[src/rtl/fetch_unit.sv]
// SISC fetch unit: PC, IR and saved PC+1, branch-target generation,
// IR field decode and fetch/branch statistics counters.
module fetch_unit #(
   parameter int PC_WIDTH    = 16,
   parameter int INSTR_WIDTH = 32,
   parameter int CNT_WIDTH   = 16
) (
   input  logic                   clk,
   input  logic                   rst_f,
   input  logic                   pc_rst,
   input  logic                   pc_write,
   input  logic                   pc_sel,
   input  logic                   br_sel,
   input  logic                   ir_load,
   input  logic [INSTR_WIDTH-1:0] imem_data,
   output logic [PC_WIDTH-1:0]    imem_addr,
   output logic [3:0]             opcode,
   output logic [3:0]             mm,
   output logic [3:0]             rd,
   output logic [3:0]             rs,
   output logic [3:0]             rt,
   output logic [15:0]            imm,
   output logic [PC_WIDTH-1:0]    pc_out,
   output logic [CNT_WIDTH-1:0]   fetch_count,
   output logic [CNT_WIDTH-1:0]   branch_count
);

   localparam logic [PC_WIDTH-1:0]  PC_ONE  = PC_WIDTH'(1);
   localparam logic [CNT_WIDTH-1:0] CNT_ONE = CNT_WIDTH'(1);

   logic [PC_WIDTH-1:0]    pc_q;
   logic [PC_WIDTH-1:0]    pc_inc_q;
   logic [INSTR_WIDTH-1:0] ir_q;
   logic [CNT_WIDTH-1:0]   fcnt_q;
   logic [CNT_WIDTH-1:0]   bcnt_q;

   logic [PC_WIDTH-1:0]    pc_plus1;
   logic [PC_WIDTH-1:0]    seq;
   logic [PC_WIDTH-1:0]    tgt;
   logic [PC_WIDTH-1:0]    imm_sx;
   logic [PC_WIDTH-1:0]    imm_zx;
   logic [PC_WIDTH-1:0]    pc_nxt;
   logic                   br_taken;

   assign opcode = ir_q[31:28];
   assign mm     = ir_q[27:24];
   assign rd     = ir_q[23:20];
   assign rs     = ir_q[19:16];
   assign rt     = ir_q[15:12];
   assign imm    = ir_q[15:0];

   // Immediate is 16 bits; widen or truncate to the PC width.
   generate
      if (PC_WIDTH > 16) begin : g_wide
         assign imm_sx = {{(PC_WIDTH-16){imm[15]}}, imm};
         assign imm_zx = {{(PC_WIDTH-16){1'b0}}, imm};
      end else begin : g_narrow
         assign imm_sx = imm[PC_WIDTH-1:0];
         assign imm_zx = imm[PC_WIDTH-1:0];
      end
   endgenerate

   assign pc_plus1 = pc_q + PC_ONE;
   assign br_taken = pc_write & pc_sel;

   // A decode-time rewrite uses the saved PC+1 so the PC never
   // advances twice for one instruction.
   always_comb begin
      seq = pc_inc_q;
      if (ir_load)
         seq = pc_plus1;
   end

   always_comb begin
      tgt = pc_inc_q + imm_sx;
      if (br_sel)
         tgt = imm_zx;
   end

   always_comb begin
      pc_nxt = pc_q;
      unique case (1'b1)
         br_taken:            pc_nxt = tgt;
         pc_write & ~pc_sel:  pc_nxt = seq;
         default:             pc_nxt = pc_q;
      endcase
   end

   always_ff @(posedge clk or negedge rst_f) begin
      if (!rst_f) begin
         pc_q     <= '0;
         pc_inc_q <= '0;
         ir_q     <= '0;
         fcnt_q   <= '0;
         bcnt_q   <= '0;
      end else if (pc_rst) begin
         pc_q     <= '0;
         pc_inc_q <= '0;
         ir_q     <= '0;
         fcnt_q   <= '0;
         bcnt_q   <= '0;
      end else begin
         pc_q <= pc_nxt;
         if (ir_load) begin
            ir_q     <= imem_data;
            pc_inc_q <= pc_plus1;
            fcnt_q   <= fcnt_q + CNT_ONE;
         end
         if (br_taken)
            bcnt_q <= bcnt_q + CNT_ONE;
      end
   end

   assign imem_addr    = pc_q;
   assign pc_out       = pc_q;
   assign fetch_count  = fcnt_q;
   assign branch_count = bcnt_q;

endmodule

[config.mk]
export PLATFORM = sky130hd
export DESIGN_NAME = fetch_unit
export DESIGN_NICKNAME = d
export VERILOG_FILES = /design/src/rtl/fetch_unit.sv
export SDC_FILE = /design/constraint.sdc
export NUM_CORES = 1
export LEC_CHECK = 0
export BUFFER_PORTS_ARGS = -buffer_cell sky130_fd_sc_hd__buf_4
export CORE_UTILIZATION = 25
export CTS_BUF_LIST = sky130_fd_sc_hd__clkbuf_4 sky130_fd_sc_hd__clkbuf_8
export DETAILED_ROUTE_END_ITERATION = 8
export PLACE_DENSITY = 0.48
export SLEW_MARGIN = 10
export SYNTH_ARGS = -nofsm -noshare
export SYNTH_HDL_FRONTEND = slang
export SYNTH_SLANG_ARGS = --single-unit
[constraint.sdc]
create_clock -name clk -period 4.6 [get_ports clk]
set_input_delay 0.46 -clock clk [delete_from_list [all_inputs] [get_ports clk]]
set_output_delay 0.46 -clock clk [all_outputs]
set_load 0.01 [all_outputs]
==> reports/results.ini, run 1 <==
[sta]
finalSetupViolations=0
fmaxAchievable_mhz=401
finClkSkew_ns=0.00694
period_share_pct=54.3
rsz0062_at_grt=no
setup_tns_ns=0
hold_viol=0
max-slew-margin-rel_pct=42.9
drv_slew=0
worst_slew_pin_slew_ns=0.857
fin_crit_ns=2.50

[global_route]
grt_antenna_before_repair=0
grt_max_degree=61
grt.overflow.total=0
grt_usage_pct=14.7
grt_pass1_vias=4622
grt_pass1_wl_mm=26.6

[synthesis]
synth_edf_count=0
synth.distinct_cells=65
synth_area_per_cell_um2=9.41
ys_seq_elements=96
syn_nets=655
synth.cell_area_um2=5620
ys_dominant_reg_cell=dfrtp_1
ys_seq_area_share_pct=42.8
ys_warn_count=0
syn-instance-count=597
synth-async-reset-ratio_pct=100

[floorplanning]
ios=139
start_util_pct=25.6
die_area_um2=23100
fp.coreArea_um2=22000
fp-row-count=54
die_w_um=152
die_y_um=152

[run_status]
outcome=finished, violations left
violations=design-rule violations

[worst_setup_path]
timing_worst_setup_path_type=register to register
crit_path_start=ir_q[0]$_DFFE_PN0P_
worstSetupEndpointType=register
worstPathRequired_ns=4.88
r2r-start=ir_q[0]$_DFFE_PN0P_
critPathLaunchType=register
crit_fanout=4
worstPathArrival_ns=2.78

[cells_and_area]
layout.cells.non_filler=986
regArea_um2=2400
num-fill-cells=2349
n_antenna_cell=0
multiInputGateArea_um2=2890
nets=759
layout-drive-gt1-share_pct=24.1
synthToLayoutAreaGrowth_pct=23.4

[worst_hold_path]
holdCritPathClass=input pin to async pin

[clocking]
cts.root.buffer_cell=clkbuf_8
postCtsHoldBufs=0
tritoncts=done
clk_pin_slew_worst_paths_ns=0.11
clock-sinks=96
htree_levels=3
worstSkewPairLatency_ns=0.38
cts_resized=0
clk_path_buf_depth=2
postCtsSetupBuffers=0
numCtsBuffers=9

[placement]
finalWeightedCongestion=0.829
dp.cells=970
portBuffers=138
hpwl_mm=11.6

[drt]
firstDrtPassIters=7
avgViaCountPerCell=4.82
vias=4748
drt_wl_total_mm=16.5
wl_per_cell_um=16.7
detail-route-antenna-nets=0
drt_iter0_drc=290
drc_errors=8

[pwr]
power.density_nw_per_um2=265
p_leak_uw=0.00328
peakVddDrop_uv=119

[run]
max_cap_viol_count=0

[power by group]
part           internal, uW  switching (uW)
logic                   148             177
clock network           215             362
registers               879            53.4
[layer usage]
layer  part of all wire, %  track usage (%)  vias up
met2                    47             23.4      120
met4                   1.2             4.18        0
met5                     0                0        -
li1                      -                -     2296
met3                   4.1             2.57       14
met1                    48             20.4     2318
[final timing paths]
path	endpoint	slack [ns]	cells after the start
setup reg to reg	imem_addr[12]$_DFFE_PN0P_	2.10	9
setup / recovery	imem_addr[12]$_DFFE_PN0P_	2.10	9
max in group asynchronous	fetch_count[7]$_DFFE_PN0P_	3.47	2
min in group clk	ir_q[29]$_DFFE_PN0P_	0.31	3
hold reg to reg	ir_q[16]$_DFFE_PN0P_	0.53	2
hold / removal	branch_count[0]$_DFFE_PN0P_	0.14	1
[worst max-delay path: stages, from the launching register on]
cell      delay [ns]
dfrtp_1         0.43
ha_1            0.23
inv_1           0.07
fa_1            0.19
nand2b_1        0.13
a21oi_1         0.11
o211ai_1        0.29
a21oi_1         0.14
or4b_2          0.61
and3_1          0.19
[cells by family (layout without fill, tap and decap cells)]
logic type / after synthesis / after routing / synth area share (%)
simple gates: 233 / 233 / 19.9
compound gates: 105 / 105 / 12.4
flops: 96 / 96 / 42.8
buf+inv: 55 / 164 / 5.74
xor+xnor: 48 / 48 / 7.48
mux: 41 / 41 / 7.33
fa+ha+maj: 19 / 19 / 4.36
[synth_stat cells, drive strengths merged (9+ instances only)]
master / n / area share, %
and3: 9 / 1.0
a21oi: 33 / 2.9
o21ai: 14 / 1.2
xnor2: 17 / 2.6
dfrtp: 96 / 43
buf: 26 / 3.2
nor2: 105 / 7.0
clkbuf: 23 / 2.1
a211oi: 12 / 1.7
mux2i: 40 / 7.1
nand2: 36 / 2.4
nand3: 17 / 1.5
xor2: 31 / 4.8
ha: 18 / 4.0
nand4: 16 / 1.9
[per-stage QoR]
| step | power, uW | utilization, % | hold slack [ns] | instance area (um^2) | setup slack [ns] |
|---|---|---|---|---|---|
| final | 1830 | 31.6 | 0.142 | 6930 | 2.10 |
| after global routing | 1950 | 31.6 | 0.219 | 6930 | 1.93 |
| after CTS | 1880 | 31.6 | 0.185 | 6930 | 2.11 |
| after detailed placement | 1280 | 30.7 | 0.512 | 6740 | 2.13 |
| after global placement | 1280 | 30.7 | 0.503 | 6740 | 2.16 |
| after floorplan | 1130 | - | 0.164 | 5620 | 2.30 |
[cells in the final DEF (no fill, tap or decap), types with 4 or more instances in the layout]
cell type  Yosys  final
or3_1          4      4
dfrtp_1       96     96
a31oi_1        5      5
and4_1         6      6
xnor2_1       17     17
nand3_1       17     17
o211ai_1       8      8
a211oi_1      11     11
a21oi_1       33     33
nand4_1       15     15
buf_4         21    142
inv_1          5      5
o21ai_0       14     14
ha_1          18     18
nand2b_1       7      7
nor2_1       105    105
nor2b_1        4      4
and3_1         7      7
and2_1         7      7
nor3_1         8      8
mux2i_1       40     40
a221oi_1       4      4
xor2_1        31     31
clkbuf_8       3      9
a21o_1         4      4
nand2_1       36     36
[area by class of cell]
class,count,area share (%)
Timing Repair Buffer,142,15.4
Sequential cell,96,34.6
Tap cell,280,5.05
Multi-Input combinational cell,446,41.7
Clock inverter,7,1.08
Inverter,6,0.325
Clock buffer,9,1.79
[state kept, by name, summed over array words and instances (netlist names)]
signal / flops
fetch_count: 16
imem_addr: 16
pc_inc_q: 16
branch_count: 16
ir_q: 32
(Power assumes the default switching activity.)
==> run 2, diff against run 1 <==
--- a/config.mk
+++ b/config.mk
@@ -9,7 +9,7 @@
 export CORE_UTILIZATION = 25
 export CTS_BUF_LIST = sky130_fd_sc_hd__clkbuf_4 sky130_fd_sc_hd__clkbuf_8
 export DETAILED_ROUTE_END_ITERATION = 8
-export PLACE_DENSITY = 0.48
+export PLACE_DENSITY = 0.49
 export SLEW_MARGIN = 10
 export SYNTH_ARGS = -nofsm -noshare
 export SYNTH_HDL_FRONTEND = slang
==> constraint.sdc (replaced) <==
create_clock -name clk -period 2.21 [get_ports clk]
set_input_delay 0.221 -clock clk [delete_from_list [all_inputs] [get_ports clk]]
set_output_delay 0.221 -clock clk [all_outputs]
set_load 0.01 [all_outputs]
==> run 2 against run 1 <==
Compared with the run above: the run ends with design-rule violations, negative setup slack left; wire length is 2.1% higher; fmax increased by 11%; register-to-register slack got worse by 2.1 ns; via count up 3.8%; combinational power is 150% higher; power is 110% higher; largest power group unchanged; die area is the same; clock skew hardly changed.
==> reports/results.ini, run 2 (same netlist as run 1, synthesis figures left out) <==
[drt]
avgViaCountPerCell=4.79  ; -0.43%
drc_errors=16  ; +8
drt_wl_total_mm=16.8  ; +2.1%
wl_per_cell_um=16.3  ; -2.0%
vias=4929  ; +3.8%
detail-route-antenna-nets=0  ; unchanged
firstDrtPassIters=6  ; -1
drt_iter0_drc=241  ; -17%

[clocking]
tritoncts=done
clock-sinks=96  ; unchanged
clk_path_buf_depth=2  ; unchanged
htree_levels=3  ; unchanged
cts.root.buffer_cell=clkbuf_8
worstSkewPairLatency_ns=0.39  ; about the same
numCtsBuffers=9  ; unchanged
clk_pin_slew_worst_paths_ns=0.10  ; about the same

[worst_hold_path]
holdPathEnd=ir_q[1]$_DFFE_PN0P_
min_from=imem_data[1]
whs_path_depth=3
holdCritPathClass=input pin to register

[global_route]
grt.overflow.total=0  ; unchanged
grt_usage_pct=14.9  ; +0.19 points
grt_pass1_vias=4821  ; +4.3%
grt_pass1_wl_mm=27.1  ; +1.9%
grt_max_degree=49  ; -20%
grt_antenna_before_repair=0  ; unchanged

[pwr]
p_leak_uw=0.00350  ; +6.7%
peakVddDrop_uv=272  ; +130%
power.total_uw=3870  ; +110%
power.density_nw_per_um2=527  ; +99%

[worst_setup_path]
timing.rr.end=imem_addr[12]$_DFFE_PN0P_
crit_path_start=ir_q[11]$_DFFE_PN0P_
worstPathArrival_ns=2.57  ; -0.21 ns
timing_worst_setup_path_type=register to register
critPathLaunchType=register
r2r-start=ir_q[11]$_DFFE_PN0P_
worstPathRequired_ns=2.54  ; -2.34 ns
cp_cell_sequence=ha_1 -> a21o_1 -> nand2_1 -> mux2_2 -> nor2_1 -> a2111oi_0 -> and3_4
cpMaxStageDelayCell=a2111oi_0
slowest_delay_ns=0.56  ; -0.05 ns
r2r_setup_slack_ns=-0.03  ; -2.14 ns
reg2regPathDepth=7  ; -2
crit_fanout=6  ; +2
worstSetupEndpointType=register

[sta]
worst_slack_ns=-0.0345  ; -2.14 ns
period_share_pct=102  ; +47 points
setup_tns_ns=-0.0345  ; -0.0345 ns
hold_ws_ns=0.0699  ; -0.0725 ns
fin_crit_ns=2.24  ; -0.252 ns
finalSetupViolations=1  ; +1
rsz0062_at_grt=yes
hold_viol=0  ; unchanged
finClkSkew_ns=0.00708  ; +0.000138 ns
max-slew-margin-rel_pct=57.9  ; +15 points
drv_slew=0  ; unchanged
fmaxAchievable_mhz=446  ; +11%
worst_slew_pin_slew_ns=0.615  ; -0.242 ns

[cells_and_area]
nets=801  ; +5.5%
num-fill-cells=2293  ; -2.4%
layout-drive-gt1-share_pct=30.5  ; +6.4 points
final_common_cell=buf_4
multiInputGateArea_um2=2970  ; +2.7%
synthToLayoutAreaGrowth_pct=30.7
regArea_um2=2400  ; +0.10%
largest_reg_flops=32  ; unchanged
n_antenna_cell=0  ; unchanged
layout.cells.non_filler=1028  ; +4.3%
mostFrequentLayoutCells=181 x buf_4, 105 x nor2_1, 94 x dfrtp_1
regMostFlops=ir_q

[floorplanning]
die_y_um=152  ; unchanged
ios=139  ; unchanged
fp.coreArea_um2=22000  ; unchanged
die_area_um2=23100  ; unchanged
start_util_pct=25.6  ; unchanged
fp-row-count=54  ; unchanged
die_w_um=152  ; unchanged

[run_status]
outcome=finished, violations left
violations=design-rule violations, negative setup slack

[placement]
portBuffers=138  ; unchanged
finalWeightedCongestion=0.841  ; +1.4%
dp.cells=1009  ; +4.0%
place_ws_ns=-0.0345  ; -2.16 ns
hpwl_mm=12.2  ; +5.3%

[run]
max_cap_viol_count=0  ; unchanged

[run 2: cell count changes in the layout (fill, tap and decap cells not counted), sizes merged]
| cell | change |
|---|---|
| buf | +41 |
| clkbuf | +2 |
| clkinv | -1 |
| clkinvlp | +1 |
| dlygate4sd3 | +1 |
| inv | -2 |
[run 2: repair_timing]
| action | in CTS | in global routing |
|---|---|---|
| endpoints found under the setup margin | 1 | 9 |
| gates resized for setup | 1 | 11 |
| pin swaps | 5 | 1 |
| buffers inserted | 2 | 0 |
| hold buffers | 1 | 0 |
| hold endpoints to repair | 28 | 0 |
[run 2: worst max-delay path: cells and delay by family, from the launching register on]
kind                     cells  cell delay [ns]
flip-flops                   1             0.44
adder cells (fa/ha/maj)      1             0.42
multiplexers                 1             0.14
AND/OR/NAND/NOR              3             0.41
AO/OA/AOI/OAI                2             0.78
[run 2: layer usage]
| metal | GRT usage (%) | share of wire (%) | up-vias |
|---|---|---|---|
| met3 | 3.02 | 4.5 | 13 |
| met5 | 0 | 0 | - |
| met1 | 20.6 | 48 | 2391 |
| met4 | 3.45 | 1.1 | 0 |
| li1 | - | - | 2392 |
| met2 | 23.7 | 47 | 133 |
[run 2: through the flow]
step                      utilization [%]  instance area [um^2]
after detailed placement             32.3                  7090
after global placement               32.3                  7090
after floorplan                         -                  5660
after CTS                            33.3                  7310
after global routing                 33.5                  7350
final                                33.5                  7350
[run 2: where the power goes]
group | internal, uW | total, uW | switching, uW
Clock | 462 | 1160 | 703
Combinational | 369 | 800 | 431
Sequential | 1830 | 1900 | 72.8
Total | 2660 | 3870 | 1210
[run 2: worst max path at each step]
stage / end / slack [ns] / depth (start not counted)
after floorplan: imem_addr[12]$_DFFE_PN0P_ / 0.07 / 9
after global placement: imem_addr[12]$_DFFE_PN0P_ / 0.002 / 9
after detailed placement: imem_addr[12]$_DFFE_PN0P_ / -0.03 / 9
after CTS: imem_addr[12]$_DFFE_PN0P_ / -0.02 / 9
after global routing: imem_addr[12]$_DFFE_PN0P_ / -0.11 / 9
final: imem_addr[12]$_DFFE_PN0P_ / -0.03 / 7
[run 2: final cells by class]
| type | count | share of cell area (%) |
|---|---|---|
| repair buffers | 184 | 19.2 |
| multi-input cells | 446 | 40.5 |
| clock inverters | 5 | 0.562 |
| well taps | 280 | 4.77 |
| inverters | 6 | 0.307 |
| clock buffers | 11 | 1.98 |
| flip-flops and latches | 96 | 32.7 |
